$ cat src/rtl/stream_demux4_pkg.sv
// Shared types and constants for the stream_demux4 slice.
//   NUM_LANES      number of output lanes
//   lane_sel_t     2-bit lane index
//   demux_state_t  packet-tracking state of the demux
package stream_demux4_pkg;

  localparam int NUM_LANES = 4;

  typedef logic [1:0] lane_sel_t;

  typedef enum logic {
    IDLE = 1'b0,
    BUSY = 1'b1
  } demux_state_t;

endpackage

$ cat src/rtl/stream_demux4_if.sv
// Bundle of the stream_demux4 handshake and status signals.
//   in_valid/in_ready/in_data/in_sel/in_last : producer-side stream
//   out_valid/out_ready/out_data/out_last    : four consumer lanes, lane i at bit i / slice i
//   busy, pkt_cnt                            : status
// Modports:
//   slave  : the demux itself
//   master : the environment (producer plus the four consumers)
interface stream_demux4_if
  import stream_demux4_pkg::*;
#(
  parameter int DATA_W = 8,
  parameter int CNT_W  = 16
);

  logic                          in_valid;
  logic                          in_ready;
  logic [DATA_W-1:0]             in_data;
  lane_sel_t                     in_sel;
  logic                          in_last;
  logic [NUM_LANES-1:0]          out_valid;
  logic [NUM_LANES-1:0]          out_ready;
  logic [NUM_LANES*DATA_W-1:0]   out_data;
  logic [NUM_LANES-1:0]          out_last;
  logic                          busy;
  logic [NUM_LANES*CNT_W-1:0]    pkt_cnt;

  modport slave (
    input  in_valid, in_data, in_sel, in_last, out_ready,
    output in_ready, out_valid, out_data, out_last, busy, pkt_cnt
  );

  modport master (
    output in_valid, in_data, in_sel, in_last, out_ready,
    input  in_ready, out_valid, out_data, out_last, busy, pkt_cnt
  );

endinterface

$ cat src/rtl/stream_demux4_lane.sv
// One-deep valid/ready register slice for a single demux output lane.
// Ports:
//   clk, reset   clock and asynchronous active-high reset
//   load_i       an accepted input beat targets this lane
//   data_i       beat payload
//   last_i       beat is the final one of its packet
//   ready_i      downstream ready
//   valid_o      slice holds a beat
//   data_o       held payload
//   last_o       held last flag
module demux_lane #(
  parameter int DATA_W = 8
) (
  input  logic              clk,
  input  logic              reset,
  input  logic              load_i,
  input  logic [DATA_W-1:0] data_i,
  input  logic              last_i,
  input  logic              ready_i,
  output logic              valid_o,
  output logic [DATA_W-1:0] data_o,
  output logic              last_o
);

  logic              valid_q;
  logic [DATA_W-1:0] data_q;
  logic              last_q;

  // A load always wins over a drain, so a simultaneous load and drain keeps
  // valid high with the new beat.
  always_ff @(posedge clk or posedge reset) begin
    if (reset) begin
      valid_q <= 1'b0;
      data_q  <= '0;
      last_q  <= 1'b0;
    end else if (load_i) begin
      valid_q <= 1'b1;
      data_q  <= data_i;
      last_q  <= last_i;
    end else if (valid_q && ready_i) begin
      valid_q <= 1'b0;
    end
  end

  assign valid_o = valid_q;
  assign data_o  = data_q;
  assign last_o  = last_q;

endmodule

$ cat src/rtl/stream_demux4.sv
// 1-to-4 packet demultiplexer. The destination lane is taken from in_sel on
// a packet's first beat and locked until the last beat is accepted. Each
// lane sits behind a one-deep register slice (demux_lane).
// Ports:
//   clk, reset : clock, asynchronous active-high reset
//   bus        : stream_demux4_if.slave (input stream, four output lanes,
//                busy, per-lane completed-packet counters)
// Build option:
//   STREAM_DEMUX4_PKT_CNT_EN  when defined, pkt_cnt counts completed packets
//                             per lane (wrapping); otherwise pkt_cnt is 0.
//
// state | meaning
// IDLE  | between packets; the lane follows in_sel
// BUSY  | inside a multi-beat packet; the lane is the locked sel_q
module stream_demux4
  import stream_demux4_pkg::*;
#(
  parameter int DATA_W = 8,
  parameter int CNT_W  = 16
) (
  input logic             clk,
  input logic             reset,
  stream_demux4_if.slave  bus
);

  demux_state_t state_q, state_d;
  lane_sel_t    sel_q, sel_d;
  lane_sel_t    sel_eff;
  logic         in_ready;
  logic         accept;

  logic [NUM_LANES-1:0]        lane_load;
  logic [NUM_LANES-1:0]        lane_valid;
  logic [NUM_LANES-1:0]        lane_last;
  logic [DATA_W-1:0]           lane_data [NUM_LANES];
  logic [NUM_LANES*DATA_W-1:0] out_data_w;

  assign sel_eff  = (state_q == BUSY) ? sel_q : bus.in_sel;
  // Only the selected lane can stall the producer.
  assign in_ready = !lane_valid[sel_eff] || bus.out_ready[sel_eff];
  assign accept   = bus.in_valid && in_ready;

  always_comb begin
    state_d = state_q;
    sel_d   = sel_q;
    if (accept) begin
      if (state_q == IDLE && !bus.in_last) begin
        state_d = BUSY;
        sel_d   = bus.in_sel;
      end else if (state_q == BUSY && bus.in_last) begin
        state_d = IDLE;
      end
    end
  end

  always_ff @(posedge clk or posedge reset) begin
    if (reset) begin
      state_q <= IDLE;
      sel_q   <= '0;
    end else begin
      state_q <= state_d;
      sel_q   <= sel_d;
    end
  end

  always_comb begin
    for (int i = 0; i < NUM_LANES; i++) begin
      lane_load[i] = accept && (sel_eff == lane_sel_t'(i));
    end
  end

  for (genvar g = 0; g < NUM_LANES; g++) begin : g_lane
    demux_lane #(.DATA_W(DATA_W)) u_lane (
      .clk     (clk),
      .reset   (reset),
      .load_i  (lane_load[g]),
      .data_i  (bus.in_data),
      .last_i  (bus.in_last),
      .ready_i (bus.out_ready[g]),
      .valid_o (lane_valid[g]),
      .data_o  (lane_data[g]),
      .last_o  (lane_last[g])
    );
  end

  always_comb begin
    out_data_w = '0;
    for (int i = 0; i < NUM_LANES; i++) begin
      out_data_w[i*DATA_W +: DATA_W] = lane_data[i];
    end
  end

  assign bus.in_ready  = in_ready;
  assign bus.out_valid = lane_valid;
  assign bus.out_data  = out_data_w;
  assign bus.out_last  = lane_last;
  assign bus.busy      = (state_q == BUSY);

`ifdef STREAM_DEMUX4_PKT_CNT_EN
  logic [CNT_W-1:0]           cnt_q [NUM_LANES];
  logic [NUM_LANES*CNT_W-1:0] cnt_w;

  // A packet is complete when its last beat leaves the lane.
  always_ff @(posedge clk or posedge reset) begin
    if (reset) begin
      for (int i = 0; i < NUM_LANES; i++) cnt_q[i] <= '0;
    end else begin
      for (int i = 0; i < NUM_LANES; i++) begin
        if (lane_valid[i] && bus.out_ready[i] && lane_last[i]) begin
          cnt_q[i] <= cnt_q[i] + 1'b1;
        end
      end
    end
  end

  always_comb begin
    cnt_w = '0;
    for (int i = 0; i < NUM_LANES; i++) begin
      cnt_w[i*CNT_W +: CNT_W] = cnt_q[i];
    end
  end

  assign bus.pkt_cnt = cnt_w;
`else
  assign bus.pkt_cnt = '0;
`endif

endmodule
$ cat src/flat_wrapper.sv
// flat-port wrapper written by rule: the top's interface ports become plain ports
module stream_demux4_flat import stream_demux4_pkg::*;
#(
  parameter int DATA_W = 8,
  parameter int CNT_W  = 16
)
  (clk, reset, bus_in_valid, bus_in_data, bus_in_sel, bus_in_last, bus_out_ready, bus_in_ready, bus_out_valid, bus_out_data, bus_out_last, bus_busy, bus_pkt_cnt);
  stream_demux4_if #(.DATA_W(DATA_W), .CNT_W(CNT_W)) bus_i ();
  input logic clk;
  input logic reset;
  input wire logic [$bits(bus_i.in_valid)-1:0] bus_in_valid;
  input wire logic [$bits(bus_i.in_data)-1:0] bus_in_data;
  input wire logic [$bits(bus_i.in_sel)-1:0] bus_in_sel;
  input wire logic [$bits(bus_i.in_last)-1:0] bus_in_last;
  input wire logic [$bits(bus_i.out_ready)-1:0] bus_out_ready;
  output wire logic [$bits(bus_i.in_ready)-1:0] bus_in_ready;
  output wire logic [$bits(bus_i.out_valid)-1:0] bus_out_valid;
  output wire logic [$bits(bus_i.out_data)-1:0] bus_out_data;
  output wire logic [$bits(bus_i.out_last)-1:0] bus_out_last;
  output wire logic [$bits(bus_i.busy)-1:0] bus_busy;
  output wire logic [$bits(bus_i.pkt_cnt)-1:0] bus_pkt_cnt;
  assign bus_i.in_valid = bus_in_valid;
  assign bus_i.in_data = bus_in_data;
  assign bus_i.in_sel = bus_in_sel;
  assign bus_i.in_last = bus_in_last;
  assign bus_i.out_ready = bus_out_ready;
  assign bus_in_ready = bus_i.in_ready;
  assign bus_out_valid = bus_i.out_valid;
  assign bus_out_data = bus_i.out_data;
  assign bus_out_last = bus_i.out_last;
  assign bus_busy = bus_i.busy;
  assign bus_pkt_cnt = bus_i.pkt_cnt;
  stream_demux4 #(.DATA_W(DATA_W), .CNT_W(CNT_W)) u_core (.clk(clk), .reset(reset), .bus(bus_i));
endmodule
$ cat config.mk
export PLATFORM = sky130hd
export DESIGN_NAME = stream_demux4_flat
export DESIGN_NICKNAME = d
export VERILOG_FILES = /design/src/rtl/stream_demux4_pkg.sv /design/src/rtl/stream_demux4_if.sv /design/src/rtl/stream_demux4_lane.sv /design/src/rtl/stream_demux4.sv /design/src/flat_wrapper.sv
export SDC_FILE = /design/constraint.sdc
export NUM_CORES = 1
export LEC_CHECK = 0
export CORE_MARGIN = 8
export CORE_UTILIZATION = 35
export DETAILED_ROUTE_END_ITERATION = 10
export GPL_TIMING_DRIVEN = 0
export HOLD_SLACK_MARGIN = 0.02
export PLACE_DENSITY = 0.89
export SYNTH_ARGS = -nofsm -noshare
export SYNTH_HDL_FRONTEND = slang
export SYNTH_SLANG_ARGS = --single-unit
$ cat constraint.sdc
create_clock -name clk -period 1.5 [get_ports clk]
set_input_delay 0.225 -clock clk [delete_from_list [all_inputs] [get_ports clk]]
set_output_delay 0.225 -clock clk [all_outputs]
set_load 0.01 [all_outputs]
==> impl_results.md, run 1 <==
- # setup viols final: 41
- Min-delay worst type: in2async
- Pre-CTS setup slack: -671.0 ps
- CTS H-tree lvls: 2
- Vias: 1569
- Critical path arrival: between 1500 and 2000 ps
- CP endpoint kind: output port
- Initial antenna violation count: 0
- DRT Pass-1 Iters: 2
- Least-Margin Pin Slew: 889.2 ps
- Startpoint class of the critical path: flop
- Final net count: 350
- Buf/Inv on CP: 1
- Failing checks: setup timing
- Largest family of logic cells by synthesized area: buffers and inverters
- Syn. warnings: 0
- Compound-Gate Fraction of Synth Area: 0.01167
- Worst clock skew: 7.526 ps
- CTS Sinks: 43
- Area Overhead vs Synth: 51.81%
- Unrepaired setup endpoints after global routing: true
- Max frequency: 537.4 MHz
- Worst path max stage delay: 420 ps
- Die X: 96.20 um
- Worst hold margin: 463.4 ps
- Adder-cell share of the synthesized area: 0.005559
- Relative slew slack: 0.4064
- Share of cells above drive strength 1: 0.4337
- Post-route ant nets: 0
- Util after Layout: 0.5443
- CP delay by family, top: multiplexers
- Simple-gate portion of the synthesized area: 0.05003
- Via count of the first global-routing pass: 1609
- Mapped Cells: approximately 190
- Wirelength, routed: 5658 um
- Crit Path Max Fanout: 4
- First-pass GRT wire length: between 8000 and 9000 um
- DP HPWL: 4234 um
- Vias per cell: 3.836
- Syn_area_per_cell: 11.91 um2
- Starting density of the core: 0.3586
- Die area: 9253 um2
- Residual DRC: 0
- Area of the core: 6277 um2
- GR Overflow Total: 0
- Net Switching: between 0.0015 and 0.002 W
- Max cap viols: 0
- Pwr Total: 0.005802 W
- Initial DRC count: 15
- Chip height: 96.20 um
- Pwr dens: 1698 nW/um2
- Comb pwr share: 0.526
- Outcome: finished, violations left
- CTS clk-pin slew, worst paths: 80 ps
- Sequential Power Share: 0.352
- Number of port buffers: 59
- Worst setup margin: -360.9 ps
- Root Driver: clkbuf_8
- CTS max path bufs: 2
- Largest net degree at the start of global routing: 44
- Mapped Area: ~2300 um2
- Clock power share: 0.122
- Post-synthesis mux area share: 0.1990
- Rows: 29
- Final Hold Vio Count: 0
- CTS tree: built
- Min Tclk post-route: 1861 ps
- Final Cycle Share: 1.241
- Max Slew Vio Count: 0
- Sequential fraction of the synthesis area: 0.4780
- Register bit total from synthesis: 43
- Top-level I/O count: 124
- Critical path's slowest cell: dfrtp_2
- Hold buffers post-CTS: 0
- P_leak: roughly 1.8 nW
- Internal power: 0.003917 W
- Ant. Diodes: 0
- CP required: about 1300 ps
- RD Place Congestion: 0.7671
- VDD IR max: 1.120 mV
- CTS Buf Count: 5
- Worst-Skew Late Latency: 290 ps
- Total track usage: 0.1163
- Synth cell types: 20
- Sw frac: 0.3249
- Xor and xnor area share after synthesis: 0
- Drt wl/cell: 13.83 um
- CP Cell Sequence: mux2i_4 > mux2i_1 > mux2i_2 > buf_2
- WS Path Type: reg2out
==> cells in the final DEF, fill, tap and decap left out <==
cell             count
mux2_2              34
nand2_1              9
mux2i_1              1
dfrtp_1             42
mux2_4               1
dlymetal6s2s_1       1
o21ai_0              4
nand3_1              1
o22ai_1              1
ha_1                 1
or2b_2               3
mux2i_2              2
conb_1              64
buf_6                7
buf_4               81
mux2i_4              2
nand4_1              1
nand2b_1             1
nand4b_1             1
nand3_2              1
nand3b_1             2
dlygate4sd2_1        9
clkbuf_8             5
inv_1                2
dfrtp_2              1
clkinv_2             3
nor2b_2              1
inv_2                1
buf_2                2
clkdlybuf4s50_1     48
==> state kept, by name, summed over array words and instances, names as in the netlist <==
name and count:
u_core.g_lane.u_lane.data_o 32, u_core.g_lane.u_lane.last_o 4, u_core.g_lane.u_lane.valid_o 4, u_core.sel_q 2, u_core.bus.busy 1
==> path summary, 6_finish.rpt <==
kind | start | end | slack (ps) | depth (start not counted)
setup reg to reg | u_core.bus.busy | u_core.sel_q[0] | -290 | 6
hold reg to reg | u_core.g_lane[1].u_lane.last_o | u_core.g_lane[1].u_lane.last_o | 490 | 2
hold / removal | reset | u_core.g_lane[2].u_lane.data_o[5] | 460 | 2
max in group asynchronous | reset | u_core.bus.busy | 440 | 2
min in group clk | u_core.g_lane[1].u_lane.last_o | u_core.g_lane[1].u_lane.last_o | 490 | 2
setup / recovery | u_core.bus.busy | bus_in_ready | -360 | 4
==> layout make-up <==
cell class	count	area (um2)
multi-input combinational	130	879.6
inverter	3	11.26
timing repair buffer	72	683.2
clock inverter	3	15.01
fill	532	2860
tap	77	96.34
sequential	43	1077
clock buffer	5	68.82
buffer	76	585.6
==> through the flow <==
| stage | setup TNS (ps) | cells | cell area, um2 |
|---|---|---|---|
| finish | -8125 | 409 | 3417 |
| detailed placement | -15690 | 388 | 3194 |
| global placement | -37460 | 388 | 3194 |
| floorplan | -2259 | 252 | 2507 |
| global route | -10950 | 409 | 3417 |
| CTS | -6620 | 407 | 3386 |
==> Yosys cell counts (all sizes together) <==
library cell  instances  share of area
buf                  76           0.25
dfrtp                43           0.48
mux2                 35           0.18
nand2                 9          0.015
mux2i                 5          0.024
o21ai                 4         0.0089
inv                   3         0.0050
or2b                  3          0.012
nand3                 2         0.0044
nand3b                2         0.0067
conb                  1         0.0017
ha                    1         0.0056
nand2b                1         0.0028
nand4                 1         0.0028
nand4b                1         0.0039
nor2b                 1         0.0028
o22ai                 1         0.0028
==> metal layers <==
layer | vias to the layer above | wire length (um) | track usage
li1 | 770 | - | -
met4 | 0 | 35 | 0.03841
met1 | 711 | 1811 | 0.1189
met3 | 4 | 1083 | 0.07488
met2 | 84 | 2729 | 0.1896
met5 | - | 0 | 0
==> power groups by stage <==
stage	logic [W]	clock network [W]	registers, W
after floorplan	0.00123	0	0.00225
after global placement	0.00282	0	0.00202
after detailed placement	0.00286	0	0.00207
after CTS	0.00303	0.000739	0.00204
after global routing	0.00326	0.000784	0.00212
final	0.00305	0.000709	0.00204
==> what timing repair did <==
item,in CTS,in global routing
setup buffers,9,1
pin swaps,2,1
setup endpoints to repair,48,43
gates cloned,2,1
resized for setup,26,5
==> cell families after synthesis <==
family	after synthesis
buffers and inverters	79
DFF	43
muxes	40
and+or+nand+nor	20
AOI/OAI and AO/OA	5
adders and majority gates	1
other	1
(Power assumes the default switching activity.)
==> run 2, diff against run 1 <==
CTS_CLUSTER_SIZE = 25   (was default)
==> results of run 2 <==
No change in the layout: final DEF, timing and power equal those of run 1.
==> run 3, diff against run 2 <==
CORE_MARGIN = 1   (was 8)
MAX_ROUTING_LAYER = met4   (was default)
==> run 3 against run 2 <==
Against the previous run: the run still ends with setup timing left; combinational power rose by 3%; hold slack got worse by 36 ps; flip-flop and latch count unchanged; sequential share of layout area decreased by 1.0 points; global-route usage is 3.5 points higher; largest power group unchanged; highest routed layer unchanged.
==> impl_results.md, run 3 (synthesis results as in run 1) <==
- Pwr dens: 1671 nW/um2
- GR Overflow Total: 0
- FF-to-FF End: u_core.bus.busy
- Critical path arrival: about 1600 ps
- Die area: between 6000 and 7000 um2
- Fillcell total: ~510
- Chip height: 82.20 um
- Initial DRC count: 20
- Vias: 1648
- Pwr Total: 0.005904 W
- Wirelength, routed: between 4000 and 5000 um
- DP HPWL: 3538 um
- FF-to-FF path depth: 6
- DRT Pass-1 Iters: 4
- Final net count: 359
- Post-route ant nets: 0
- Largest net degree at the start of global routing: 44
- Setup TNS: -9907 ps
- Area Overhead vs Synth: 56.98%
- Pre-CTS setup slack: -649.0 ps
- Min-delay worst type: in2async
- Leading cell types in the layout, fill and taps excluded: buf_4 (91), conb_1 (64), clkdlybuf4s50_1 (49)
- Via count of the first global-routing pass: 1543
- Vias per cell: just under 4
- Starting density of the core: 0.3714
- CTS tree: built
- Failing checks: setup timing
- FF-to-FF setup slack: -350 ps
- Initial antenna violation count: 0
- Number of port buffers: 59
- WS Path Type: reg2out
- CTS Buf Count: 5
- Critical path's slowest cell: dfrtp_2
- Total track usage: 0.1515
- Residual DRC: 0
- VDD IR max: 0.9504 mV
- Outcome: finished, violations left
- Rows: 28
- Area of the core: 6061 um2
- RD Place Congestion: slightly below 0.7
- Ant. Diodes: 0
- First-pass GRT wire length: 7238 um
- Die X: 82.20 um
- Top-level I/O count: 124
- Root Driver: clkbuf_8
- Relative slew slack: 0.4211
- CTS Sinks: 43
- Max Slew Vio Count: 0
- Share of cells above drive strength 1: 0.4457
- Worst path max stage delay: slightly above 400 ps
- Worst-Skew Late Latency: 290 ps
- Max reg flops: 32
- Startpoint class of the critical path: flop
- Crit Path Max Fanout: 4
- CP endpoint kind: output port
- Commonest non-fill, non-tap cell in the layout: buf_4
- Drt wl/cell: 12.00 um
- Hold buffers post-CTS: 0
- CP required: 1270 ps
- Min Tclk post-route: 1855 ps
- # setup viols final: 43
- CTS clk-pin slew, worst paths: approximately 80 ps
- Final Hold Vio Count: 0
- Max frequency: 539.2 MHz
- P_leak: 1.880 nW
- Worst clock skew: 5.773 ps
- CP Cell Sequence: mux2i_4 > mux2i_2 > mux2i_1 > buf_2
- Max cap viols: 0
- CTS max path bufs: 2
- Post-route cell area: about 3500 um2
- Area after DPL: 3192 um2
- Least-Margin Pin Slew: 867.0 ps
- Final Cycle Share: 1.236
- Unrepaired setup endpoints after global routing: true
- FF-to-FF Start: u_core.bus.busy
- CTS H-tree lvls: 2
- Worst setup margin: -354.7 ps
## run 3: repair_timing
action	CTS	global route
gates cloned	1	1
endpoints found under the setup margin	42	50
pin swaps	1	2
gates resized for setup	21	15
buffers inserted	14	6
## run 3: worst max-delay path by stage
stage / start / endpoint / slack, ps / cells after the start
after floorplan: u_core.bus.busy / u_core.bus.busy / -190 / 5
after global placement: reset / u_core.bus.busy / -700 / 2
after detailed placement: bus_in_sel[0] / bus_in_ready / -650 / 5
after CTS: u_core.bus.busy / bus_in_ready / -320 / 4
after global routing: u_core.bus.busy / bus_in_ready / -430 / 4
final: u_core.bus.busy / bus_in_ready / -350 / 4
## run 3: area by class of cell
type                            count  area [um2]  area share
Multi-Input combinational cell    130       902.1      0.2553
Buffer                             76       585.6      0.1657
Clock inverter                      1       5.005    0.001416
Tap cell                           75       93.84     0.02656
Clock buffer                        7       76.32     0.02160
Inverter                            3       11.26    0.003187
Sequential cell                    43        1077      0.3049
Timing Repair Buffer               81       782.0      0.2213
## run 3: critical path, delay by kind of cell (launching register included)
family	cells	cell delay [ps]
DFF	1	410
muxes	3	770
buffers and inverters	1	160
## run 3: report_power, final
group | internal (W) | total [W] | switching [W] | leakage (nW)
Sequential | 0.00173 | 0.00205 | 0.000317 | 0.517
Combinational | 0.00200 | 0.00315 | 0.00116 | 1.32
Clock | 0.000327 | 0.000701 | 0.000374 | 0.0422
Total | 0.00406 | 0.00590 | 0.00185 | 1.88
## run 3: routing by layer
metal  vias up  part of all wire  track usage
li1        786                 -            -
met1       776              0.38       0.1706
met2        84              0.53       0.2653
met3         2             0.095      0.04396
met4         0            0.0036      0.03333
met5         -                 0            -
## run 3: metrics by stage
step | utilization | hold slack [ps] | instances
after floorplan | - | 375.4 | 252
after global placement | 0.5266 | 464.2 | 386
after detailed placement | 0.5266 | 472.1 | 386
after CTS | 0.5667 | 477.7 | 409
after global routing | 0.5830 | 504.9 | 416
final | 0.5830 | 427.7 | 416
